===== config.mk =====
export PLATFORM = sky130hd
export DESIGN_NAME = bcd_updown_counter_2d
export DESIGN_NICKNAME = d
export VERILOG_FILES = /design/src/rtl/bcd_pkg.sv /design/src/rtl/bcd_digit.sv /design/src/rtl/bcd_updown_counter_2d.sv
export SDC_FILE = /design/constraint.sdc
export NUM_CORES = 1
export LEC_CHECK = 0
export ABC_AREA = 1
export BUFFER_PORTS_ARGS = -buffer_cell sky130_fd_sc_hd__buf_2
export CORE_AREA = 5 5 59 56
export CTS_CLUSTER_SIZE = 16
export DETAILED_ROUTE_END_ITERATION = 7
export DIE_AREA = 0 0 64 61
export PLACE_DENSITY = 0.76
export SLEW_MARGIN = 25
export SYNTH_ARGS = -nofsm -noshare
export SYNTH_HDL_FRONTEND = slang
export SYNTH_SLANG_ARGS = --single-unit

===== constraint.sdc =====
create_clock -name clk -period 1.3 [get_ports clk]
set_input_delay 0 -clock clk [delete_from_list [all_inputs] [get_ports clk]]
set_output_delay 0 -clock clk [all_outputs]
set_load 0.03 [all_outputs]

===== src/rtl/bcd_pkg.sv =====
// Shared BCD constants and the nibble validity check used by the counter and
// the downstream decoder-side checks.
package bcd_pkg;

  localparam logic [3:0] BCD_MAX = 4'd9;
  localparam logic [3:0] BCD_MIN = 4'd0;

  function automatic logic is_bcd(input logic [3:0] nibble);
    return nibble <= BCD_MAX;
  endfunction

endpackage


===== src/rtl/bcd_digit.sv =====
// Single BCD digit register with up/down step, parallel load and a
// combinational wrap flag (9->0 up, 0->9 down) for the next digit.
module bcd_digit
  import bcd_pkg::*;
(
  input  logic       clk,
  input  logic       rst,
  input  logic       step,
  input  logic       up,
  input  logic       ld,
  input  logic [3:0] ld_val,
  output logic [3:0] digit,
  output logic       wrap
);

  logic [3:0] digit_d;

  always_comb begin
    wrap    = step & (up ? (digit == BCD_MAX) : (digit == BCD_MIN));
    digit_d = digit;
    if (ld) begin
      digit_d = ld_val;
    end else if (step) begin
      if (up) begin
        digit_d = (digit >= BCD_MAX) ? BCD_MIN : digit + 4'd1;
      end else begin
        digit_d = (digit == BCD_MIN) ? BCD_MAX : digit - 4'd1;
      end
    end
  end

  always_ff @(posedge clk or posedge rst) begin
    if (rst) begin
      digit <= BCD_MIN;
    end else begin
      digit <= digit_d;
    end
  end

endmodule


===== src/rtl/bcd_updown_counter_2d.sv =====
// Two-digit BCD up/down counter with prescaler, checked parallel load,
// terminal-count pulse on 99<->00 wrap and a load-error pulse.
module bcd_updown_counter_2d
  import bcd_pkg::*;
#(
  parameter int unsigned PRESCALE = 4
) (
  input  logic       clk,
  input  logic       rst,
  input  logic       en,
  input  logic       up,
  input  logic       load,
  input  logic [7:0] load_val,
  output logic [3:0] ones_q,
  output logic [3:0] tens_q,
  output logic       tc,
  output logic       load_err
);

  localparam int unsigned PW = (PRESCALE > 1) ? $clog2(PRESCALE) : 1;
  localparam logic [PW-1:0] PRESC_LAST = PW'(PRESCALE - 1);

  logic [PW-1:0] presc_q, presc_d;
  logic          load_ok;
  logic          step;
  logic          ones_wrap, tens_wrap;
  logic          tc_d, load_err_d;

  always_comb begin
    load_ok    = load & is_bcd(load_val[7:4]) & is_bcd(load_val[3:0]);
    // Any load request, valid or not, blocks stepping for that cycle.
    step       = en & ~load & (presc_q == PRESC_LAST);
    tc_d       = ones_wrap & tens_wrap;
    load_err_d = load & ~load_ok;
    presc_d    = presc_q;
    if (load_ok) begin
      presc_d = '0;
    end else if (en & ~load) begin
      presc_d = step ? '0 : presc_q + PW'(1);
    end
  end

  always_ff @(posedge clk or posedge rst) begin
    if (rst) begin
      presc_q  <= '0;
      tc       <= 1'b0;
      load_err <= 1'b0;
    end else begin
      presc_q  <= presc_d;
      tc       <= tc_d;
      load_err <= load_err_d;
    end
  end

  bcd_digit u_ones (
    .clk    (clk),
    .rst    (rst),
    .step   (step),
    .up     (up),
    .ld     (load_ok),
    .ld_val (load_val[3:0]),
    .digit  (ones_q),
    .wrap   (ones_wrap)
  );

  bcd_digit u_tens (
    .clk    (clk),
    .rst    (rst),
    .step   (ones_wrap),
    .up     (up),
    .ld     (load_ok),
    .ld_val (load_val[7:4]),
    .digit  (tens_q),
    .wrap   (tens_wrap)
  );

endmodule


# Word-level counts from Yosys, hierarchy flattened

Cells that the tools add are included.
Widths: inputs -> output; s select.

Register bits after elaboration: 12
Word-level logic and storage cells: 47
Output and inout bits: 10
Input port bits: 13
Bits in writable memories: 0
Memories kept: 0
Latch bits: 0
ROM bits: 0

Shifts and indexed selects: 0
Eq/ne operators: 3
Add/subtract/negate cells: 5
$mul: 0
Mux-type cells: 15
Bitwise gates (word level): 10
Magnitude comparators: 4
Div/mod/pow operators: 0
Reduce and logical (&&, ||, !) cells: 5

Operator list:

| kind                | number |
|---|---|
| $mux 4              | 10 |
| $add 4x1->4 const B | 2 |
| $and 1x1->1         | 8 |
| $eq 4x4->1 const B  | 2 |
| $ge 4x4->1 const B  | 2 |
| $le 4x4->1 const B  | 2 |
| $logic_not 4->1     | 2 |
| $sub 4x1->4 const B | 2 |
| $mux 2              | 3 |
| $reduce_bool 2->1   | 3 |
| $add 2x1->2 const B | 1 |
| $eq 2x2->1 const B  | 1 |
| $mux 1              | 2 |
| $not 1->1           | 2 |

# Logic depth before layout (Yosys ltp)

Gate-level depths: netlist of run 1.

Depth in word-level cells: 6
Gate-level depth with buffers: 9

# Modules after synthesis

A second synthesis of run 1 with hierarchy kept.

Cells, all modules: 175
Area, all modules: 1,138.6 um^2

Modules (own cells, without submodules):

| module                | instances | cells an instance | area an instance (um^2) |
|---|---|---|---|
| bcd_digit             | 2         | 73                | 460.4 |
| bcd_updown_counter_2d | 1         | 29                | 217.7 |

# Least setup slack after synthesis of run 1

No wires, ideal clock.

Path type: register -> register
Start: register u_tens.digit[0]
End: register u_tens.digit[1]
Period minus slack after synthesis: 1.617 ns
Stages on the path, launching flop included: 8
Arrival: 1.500 ns
Path buffers: 0
Setup slack: -0.317 ns
Cell sequence: dfrtp_1 inv_1 ha_1 or2_2 nand3_1 nand3_1 nand3_1 nand2_1

Word-level cells in the longest chain between the ends: 5

RTL lines:

| element                                   | line                             | text |
|---|---|---|
| start: declaration                        | bcd_digit.sv:12                  | `output logic [3:0] digit,` |
| start signal: assignment                  | bcd_digit.sv:36                  | `digit <= digit_d;` |
| $sub 4x1->4, or another cell as far along | bcd_digit.sv:27                  | `digit_d = (digit == BCD_MIN) ? BCD_MAX : digit - 4'd1;` |
| $mux 4, on equally long branches          | bcd_digit.sv:27, bcd_digit.sv:25 |  |
| $mux 4 (*)                                | bcd_digit.sv:24                  | `if (up) begin` |
| $mux 4 (*)                                | bcd_digit.sv:23                  | `end else if (step) begin` |
| $mux 4 (*)                                | bcd_digit.sv:21                  | `if (ld) begin` |

Every way passes the cells marked *; elsewhere a longest branch is shown, timed or not. The select of a mux whose other input is x is not followed.
A chain may end at the register's enable or synchronous reset.

# Worst setup path after layout of run 1

Start: register u_ones.digit[0]
End: register u_tens.digit[0]

Word-level cells in the longest chain between the ends: 4

RTL lines:

| element                                              | line            | text |
|---|---|---|
| start: declaration                                   | bcd_digit.sv:12 |  |
| start signal: assignment                             | bcd_digit.sv:36 |  |
| $eq 4x4->1 / $logic_not 4->1 (equally long branches) | bcd_digit.sv:19 | `wrap = step & (up ? (digit == BCD_MAX) : (digit == BCD_MIN));` |
| $mux 1 (*)                                           | bcd_digit.sv:19 |  |
| $and 1x1->1 (*)                                      | bcd_digit.sv:19 |  |
| $reduce_bool 2->1 (no line) (*)                      | n/a             |  |

Every way passes the cells marked *; elsewhere a longest branch is shown, timed or not.

==> summary.md, run 1 <==
| Metric | Value |
|---|---|
| Critical Path Slowest Stage Cell | dfrtp_2 |
| # IOs | 23 |
| Setup Slack @ Placement | -0.04339 ns |
| WL/cell | around 13 um |
| Minimum hold slack | between 0.01 and 0.015 ns |
| Initial antenna violation count | 0 |
| Setup ws final | -0.02355 ns |
| Mapped Nets | about 190 |
| Top cell type's share of synthesized area | 26.40% |
| Crit-path max FO | 5 |
| Fin crit share | 101.8% |
| Longest Clk Path Bufs | 2 |
| Violated checks | negative setup slack |
| Chip height | 61 um |
| Most frequent cells in the layout | nand2_1, buf_2, inv_1, nand3_1, buf_4 |
| Clock Skew | roughly 0.0085 ns |
| Asr flop ratio synth | 100.0% |
| Post-route ant nets | 0 |
| Unrepaired setup endpoints after global routing | yes |
| HPWL after DPL | approximately 2.1 mm |
| Global-route wire length before repair | 4.933 mm |
| Vias per cell | 5.177 |
| R2R Path End | u_tens.digit[0]$_DFFE_PP0P_ |
| Reg2reg path depth | 9 |
| Port Buffers | 22 |
| Flop-to-flop setup slack | -0.02 ns |
| Final hold violations | 0 |
| Hold_sp | load_val[3] |
| Critical Path Start Type | register |
| # diodes | 0 |
| Synth Warn # | 0 |
| Die span in x | about 64 um |
| Main synth FF type | dfrtp_1 |
| Row count | 18 |
| CP peak stage delay | about 0.48 ns |
| Final max-slew violation count | 0 |
| Pin count of the biggest net entering global routing | 14 |
| Hold path cells | 5 |
| Leak pwr | ~0.84 nW |
| Setup TNS | -0.07044 ns |
| CP Capture Type | register |
| CTS tree | done |
| Sequential area share after synthesis | between 20% and 30% |
| Mean Syn Cell Area | roughly 7.0 um^2 |
| Share of cells above drive strength 1 | between 40 and 50% |
| CTS root buffer | clkbuf_4 |
| Core footprint | roughly 2600 um^2 |
| Max Cap Viol | 0 |
| Hold EP | u_ones.digit[3]$_DFFE_PP0P_ |
| Worst Setup Path Type | reg -> reg |
| Clk_lat worst skew | about 0.28 ns |
| Final setup viols | 4 |
| EDFF count, synth | 0 |
| Pwr/cell area | ~2000 nW/um^2 |
| Worst IR Drop VDD | ~1200 uV |
| Post-synth top area cell | dfrtp_1 |
| Critical path arrival | ~1.5 ns |
| Gr usage total | between 15 and 20% |
| Status | complete, but fails checks |
| Routed via count | ~1200 |
| Final min period | 1.324 ns |
| Least-Margin Pin Slew | 0.5052 ns |
| Htree depth | 1 |
| CTS Sinks | 12 |
| Synth-to-Final Area Change | 39.93% |
| 1st-iter DRT viols | 18 |
| Area of the multi-input gates | 859.6 um^2 |
| GR Overflow Total | 0 |
| Post-Synthesis Cells | around 160 |
| Worst path cell trace | inv_4 -> ha_4 -> nand2_4 -> nand2_4 -> nand3_4 -> nand2_4 -> inv_4 -> nand2_2 -> nand2_1 |
| Area of the die | 3904 um^2 |
| Register Area | ~300 um^2 |
| Buffers & Inverters on Critical Path | 2 |
| Vias in the first global route | between 1000 and 1500 |
| WL final | about 2.9 mm |
| CP most frequent cell | nand2_4 |
| Final core utilization | between 60% and 70% |
| RR Startpoint | u_ones.digit[0]$_DFFE_PP0P_ |
| Critical Path RT | roughly 1.5 ns |
| Nets | between 200 and 250 |
| Worst slew margin | between 60% and 70% |
| Largest delay share family, worst path | flip-flops |
| Final GP Congestion | approximately 0.86 |
| HP Class | in -> reg |
| Fill count | roughly 250 |
| Initial Util | 43.16% |
| Num CTS Buffers | 3 |
| Synth cell types | 28 |
| Drt drc | 0 |
| Clock slew at reported path FFs | 0.08 ns |
| Ranking of synthesized cells by area | dfrtp_1, nand2_1, nand3_1, ha_1, inv_1 |
| Commonest non-fill, non-tap cell in the layout | nand2_1 |
| Achievable Freq | around 760 MHz |
| Drt pass-1 iters | 4 |
| Yosys reg bits | 12 |
| Netlist Area Pre-Place | ~1100 um^2 |
## registers in the layout, summed over array words and instances, names as in the netlist
name,count
presc_q,2
tc,1
u_ones.digit,4
u_tens.digit,4
load_err,1
## how the worst max path moves through the flow
stage	cells past startpoint	endpoint	from	slack, ns
after floorplan	9	u_tens.digit[2]$_DFFE_PP0P_	u_tens.digit[0]$_DFFE_PP0P_	-0.01
after global placement	9	u_tens.digit[0]$_DFFE_PP0P_	u_ones.digit[0]$_DFFE_PP0P_	-0.03
after detailed placement	9	u_tens.digit[2]$_DFFE_PP0P_	u_ones.digit[0]$_DFFE_PP0P_	-0.04
after CTS	9	u_tens.digit[0]$_DFFE_PP0P_	u_ones.digit[0]$_DFFE_PP0P_	-0.008
after global routing	9	u_tens.digit[3]$_DFFE_PP0P_	u_tens.digit[0]$_DFFE_PP0P_	-0.11
final	9	u_tens.digit[0]$_DFFE_PP0P_	u_ones.digit[0]$_DFFE_PP0P_	-0.02
## Yosys cell counts (3+ instances only)
| library cell | count |
|---|---|
| ha_1 | 9 |
| o21ai_0 | 3 |
| nand3_1 | 25 |
| nor2_1 | 7 |
| inv_2 | 6 |
| xor2_1 | 3 |
| dfrtp_1 | 12 |
| nand2_1 | 49 |
| nand2_4 | 3 |
| inv_1 | 22 |
## power by group
| group | switching (mW) | internal (mW) | total [mW] |
|---|---|---|---|
| Sequential | 0.225 | 0.511 | 0.736 |
| Combinational | 1.20 | 0.962 | 2.16 |
| Clock | 0.132 | 0.107 | 0.240 |
| Total | 1.56 | 1.58 | 3.14 |
## cell families (layout without fill, tap and decap cells)
family | after synthesis | count (layout) | synth area share, %
AND/OR/NAND/NOR | 94 | 94 | 41.26
buffers and inverters | 33 | 71 | 12.87
flip-flops | 12 | 12 | 26.40
AO/OA/AOI/OAI | 11 | 11 | 6.270
adder cells (fa/ha/maj) | 9 | 9 | 9.901
XOR/XNOR | 3 | 3 | 2.311
multiplexers | 1 | 1 | 0.9900
## layout make-up
type,count,area share [%]
clock buffers,3,1.415
repair buffers,39,15.25
inverters,29,7.783
multi-input cells,118,54.01
flip-flops and latches,12,19.18
well taps,30,2.358
## worst register-to-register path, stage by stage, from the launching register on
cell and delay (ns):
dfrtp_2 0.48, inv_4 0.11, ha_4 0.15, nand2_4 0.06, nand2_4 0.07, nand3_4 0.09
nand2_4 0.11, inv_4 0.05, nand2_2 0.05, nand2_1 0.04
## timing repair
| action | CTS | global route |
|---|---|---|
| hold endpoints to repair | 13 | 0 |
| pin swaps | 10 | 13 |
| hold buffers | 2 | 0 |
| resized for setup | 12 | 18 |
| endpoints found under the setup margin | 6 | 9 |
| setup buffers | 5 | 1 |
## per-stage QoR
step	power, mW	cells	cell area (um^2)
6_report	3.137	231	1592
5_1_grt	3.421	231	1592
4_1_cts	2.922	230	1506
3_5_place_dp	2.441	220	1364
3_3_place_gp	2.416	220	1364
2_1_floorplan	1.953	163	1186
## routing by layer
| layer | global-route usage, % | vias to the layer above | wire length [um] |
|---|---|---|---|
| li1 | - | 597 | - |
| met1 | 21.86 | 564 | 1338 |
| met2 | 26.54 | 29 | 1379 |
| met3 | 2.593 | 6 | 154 |
| met4 | 4.154 | 0 | 44 |
| met5 | 0 | - | 0 |
Note: power is estimated with default switching activity, not from simulation.
==> run 2: changes to the inputs <==
CORE_AREA = 5 5 60 56   (was 5 5 59 56)
DIE_AREA = 0 0 65 61   (was 0 0 64 61)
PLACE_DENSITY = 0.75   (was 0.76)
SYNTH_HIERARCHICAL = 1   (was not set)
==> run 2 against run 1 <==
  * The run still ends with negative setup slack left
  * Critical path depth grew 2
  * Worst hold slack gained 0.0095 ns
  * Area after synthesis increased by 0.11%
  * Routed wire length is 11% higher
  * Largest cell class unchanged
==> summary.md, run 2 <==
| Metric | Value |
|---|---|
| 1st-iter DRT viols | between 40 and 50 |
| CP Capture Type | register |
| Most frequent cells in the layout | nand2_1, buf_4, buf_2, inv_1, nor2_1 |
| Routed via count | roughly 1300 |
| Mapped Nets | 197 |
| CP most frequent cell | nand2_1 |
| Die span in x | roughly 65 um |
| Main synth FF type | dfrtp_1 |
| Violated checks | negative setup slack |
| Synth cell types | 20 |
| WL/cell | ~12 um |
| Final hold violations | 0 |
| Synth-to-Final Area Change | 48.57% |
| Synth Warn # | 6 |
| Vias in the first global route | ~1300 |
| Clock Skew | approximately 0.0050 ns |
| CP peak stage delay | 0.43 ns |
| # IOs | 23 |
| Sequential area share after synthesis | a little over a quarter |
| Row count | 18 |
| Pwr/cell area | 1507 nW/um^2 |
| Final core utilization | a little over three fifths |
| Achievable Freq | 640.4 MHz |
| # diodes | 0 |
| Largest family of logic cells by synthesized area | simple AND/OR/NAND/NOR gates |
| Area of the die | around 4000 um^2 |
| Leak pwr | slightly above 0.9 nW |
| Setup TNS | -1.201 ns |
| CTS Sinks | 12 |
| Longest Clk Path Bufs | 2 |
| Ranking of synthesized cells by area | dfrtp_1, nand2_1, ha_1, nand3_1, inv_1 |
| Chip height | between 60 and 70 um |
| Final max-slew violation count | 0 |
| Crit-path max FO | 3 |
| Biggest regs | u_ones/digit (4), u_tens/digit (4), presc_q (2) |
| Post-route ant nets | 0 |
| Fin crit share | 120.1% |
| Max Cap Viol | 0 |
| EDFF count, synth | 0 |
| Simple-Gate Fraction of Synth Area | roughly 44% |
| Final GP Congestion | roughly 0.85 |
| XOR/XNOR share of the synthesized area | 0% |
| Num CTS Buffers | 3 |
| CTS tree | done |
| Adder-cell share of the synthesized area | 9.890% |
| Commonest non-fill, non-tap cell in the layout | nand2_1 |
| Critical Path Start Type | register |
| Clock slew at reported path FFs | roughly 0.080 ns |
| Mux cell area share after synthesis | 0% |
| HPWL after DPL | approximately 2.3 mm |
| Drt drc | 0 |
| Worst slew margin | a little over two thirds |
| Worst IR Drop VDD | between 1000 and 1500 uV |
| Global-route wire length before repair | between 5 and 6 mm |
| Final setup viols | 9 |
| Top cell type's share of synthesized area | about a quarter |
| CTS root buffer | clkbuf_4 |
| Critical Path Slowest Stage Cell | dfrtp_2 |
| Clk_lat worst skew | approximately 0.27 ns |
| Mean Syn Cell Area | 6.506 um^2 |
| Final Power | approximately 2.5 mW |
| Netlist Area Pre-Place | around 1100 um^2 |
| Critical Path RT | between 1.5 and 2 ns |
| Synth cell count leaders | nand2_1, inv_1, nand3_1 |
| Core footprint | ~2700 um^2 |
| Asr flop ratio synth | 100.0% |
| Drt pass-1 iters | 4 |
| Setup ws final | -0.2615 ns |
| Minimum hold slack | approximately 0.024 ns |
| Placed instance count | 248 |
| Final min period | between 1.5 and 2 ns |
| Initial antenna violation count | 0 |
| Top-count cell post-synth | nand2_1 |
| Worst Setup Path Type | reg -> reg |
| Critical path arrival | 1.77 ns |
| Compound-cell area share of the yosys netlist | under 10% |
| WL final | roughly 3.2 mm |
| Share of cells above drive strength 1 | 41.38% |
| Nets | 255 |
| GR Overflow Total | 0 |
| HP Class | in -> reg |
| Gr usage total | a little under a fifth |
| Least-Margin Pin Slew | 0.4435 ns |
| Yosys reg bits | 12 |
| Initial Util | ~42% |
| Worst path cell trace | inv_4 -> ha_4 -> nand3_4 -> and2_4 -> a211oi_4 -> inv_1 -> nor2_1 -> nand2_1 -> inv_2 -> nand2_1 -> nand2_1 |
| Status | complete, but fails checks |
| Unrepaired setup endpoints after global routing | yes |
| Cell Count, Final, Fillers Out | roughly 260 |
| Post-Synthesis Cells | between 150 and 200 |
| Port Buffers | 22 |
| Post-synth top area cell | dfrtp_1 |
| Vias per cell | 4.924 |
| Pin count of the biggest net entering global routing | 10 |
| Htree depth | 1 |
-- run 2: changes by cell type after synthesis, moves of 4 or more --
| cell | before | now |
|---|---|---|
| a22oi_1 | 0 | 4 |
| inv_1 | 22 | 27 |
| nand2_1 | 49 | 53 |
| nand3_1 | 25 | 21 |
| nor2_1 | 7 | 20 |
-- run 2: cells by family after synthesis --
kind of cell    Yosys count
compound gates           11
fa+ha+maj                 9
simple gates            109
flops                    12
buf+inv                  34
-- run 2: power by group --
| group | switching [mW] | leakage (nW) | internal, mW |
|---|---|---|---|
| Sequential | 0.100 | 0.148 | 0.465 |
| Clock | 0.122 | 0.0210 | 0.170 |
| Combinational | 0.936 | 0.756 | 0.756 |
| Total | 1.16 | 0.925 | 1.39 |
-- run 2: worst paths after layout --
| path | from | end | slack [ns] | cells after the start |
|---|---|---|---|---|
| max | u_ones/digit[1]$_DFFE_PP0P_ | u_tens/digit[0]$_DFFE_PP0P_ | -0.26 | 11 |
| min | load | load_err$_DFF_PP0_ | 0.02 | 2 |
| max reg2reg | u_ones/digit[1]$_DFFE_PP0P_ | u_tens/digit[0]$_DFFE_PP0P_ | -0.26 | 11 |
| min reg2reg | presc_q[1]$_DFFE_PP0P_ | presc_q[1]$_DFFE_PP0P_ | 0.61 | 4 |
| max in group asynchronous | rst | u_ones/digit[1]$_DFFE_PP0P_ | 0.95 | 3 |
| min in group asynchronous | rst | u_tens/digit[2]$_DFFE_PP0P_ | 0.16 | 3 |
-- run 2: timing repair --
item | CTS | global route
pin swaps | 12 | 6
endpoints found under the setup margin | 9 | 9
endpoints found under the hold margin | 16 | 0
setup buffers | 7 | 2
hold buffers | 5 | 0
resized for setup | 15 | 11
gates cloned | 0 | 0
-- run 2: layout make-up --
| type | count | area, um^2 |
|---|---|---|
| Clock buffer | 4 | 36.28 |
| Fill cell | 240 | 988.4 |
| Inverter | 32 | 125.1 |
| Multi-Input combinational cell | 129 | 793.3 |
| Sequential cell | 12 | 305.3 |
| Tap cell | 30 | 37.54 |
| Timing Repair Buffer | 55 | 394.1 |
-- run 2: critical path, delay by kind of cell, from the launching register on --
family | cells | cell delay, ns
simple gates | 6 | 0.49
fa+ha+maj | 1 | 0.15
flops | 1 | 0.43
compound gates | 1 | 0.19
buf+inv | 3 | 0.24
-- run 2: routing by layer --
| metal | part of all wire [%] | track usage [%] | vias to the layer above |
|---|---|---|---|
| li1 | - | - | 660 |
| met1 | 43 | 20.86 | 600 |
| met2 | 52 | 32.94 | 28 |
| met3 | 4.7 | 5.926 | 2 |
| met4 | 0.12 | 4.217 | 0 |
| met5 | 0 | 0 | - |
-- run 2: through the flow --
stage               cell area [um^2]  setup WS, ns
detailed placement              1476       -0.2488
global route                    1692       -0.3317
finish                          1692       -0.2615
floorplan                       1166       -0.3383
global placement                1476       -0.2061
CTS                             1664       -0.2147
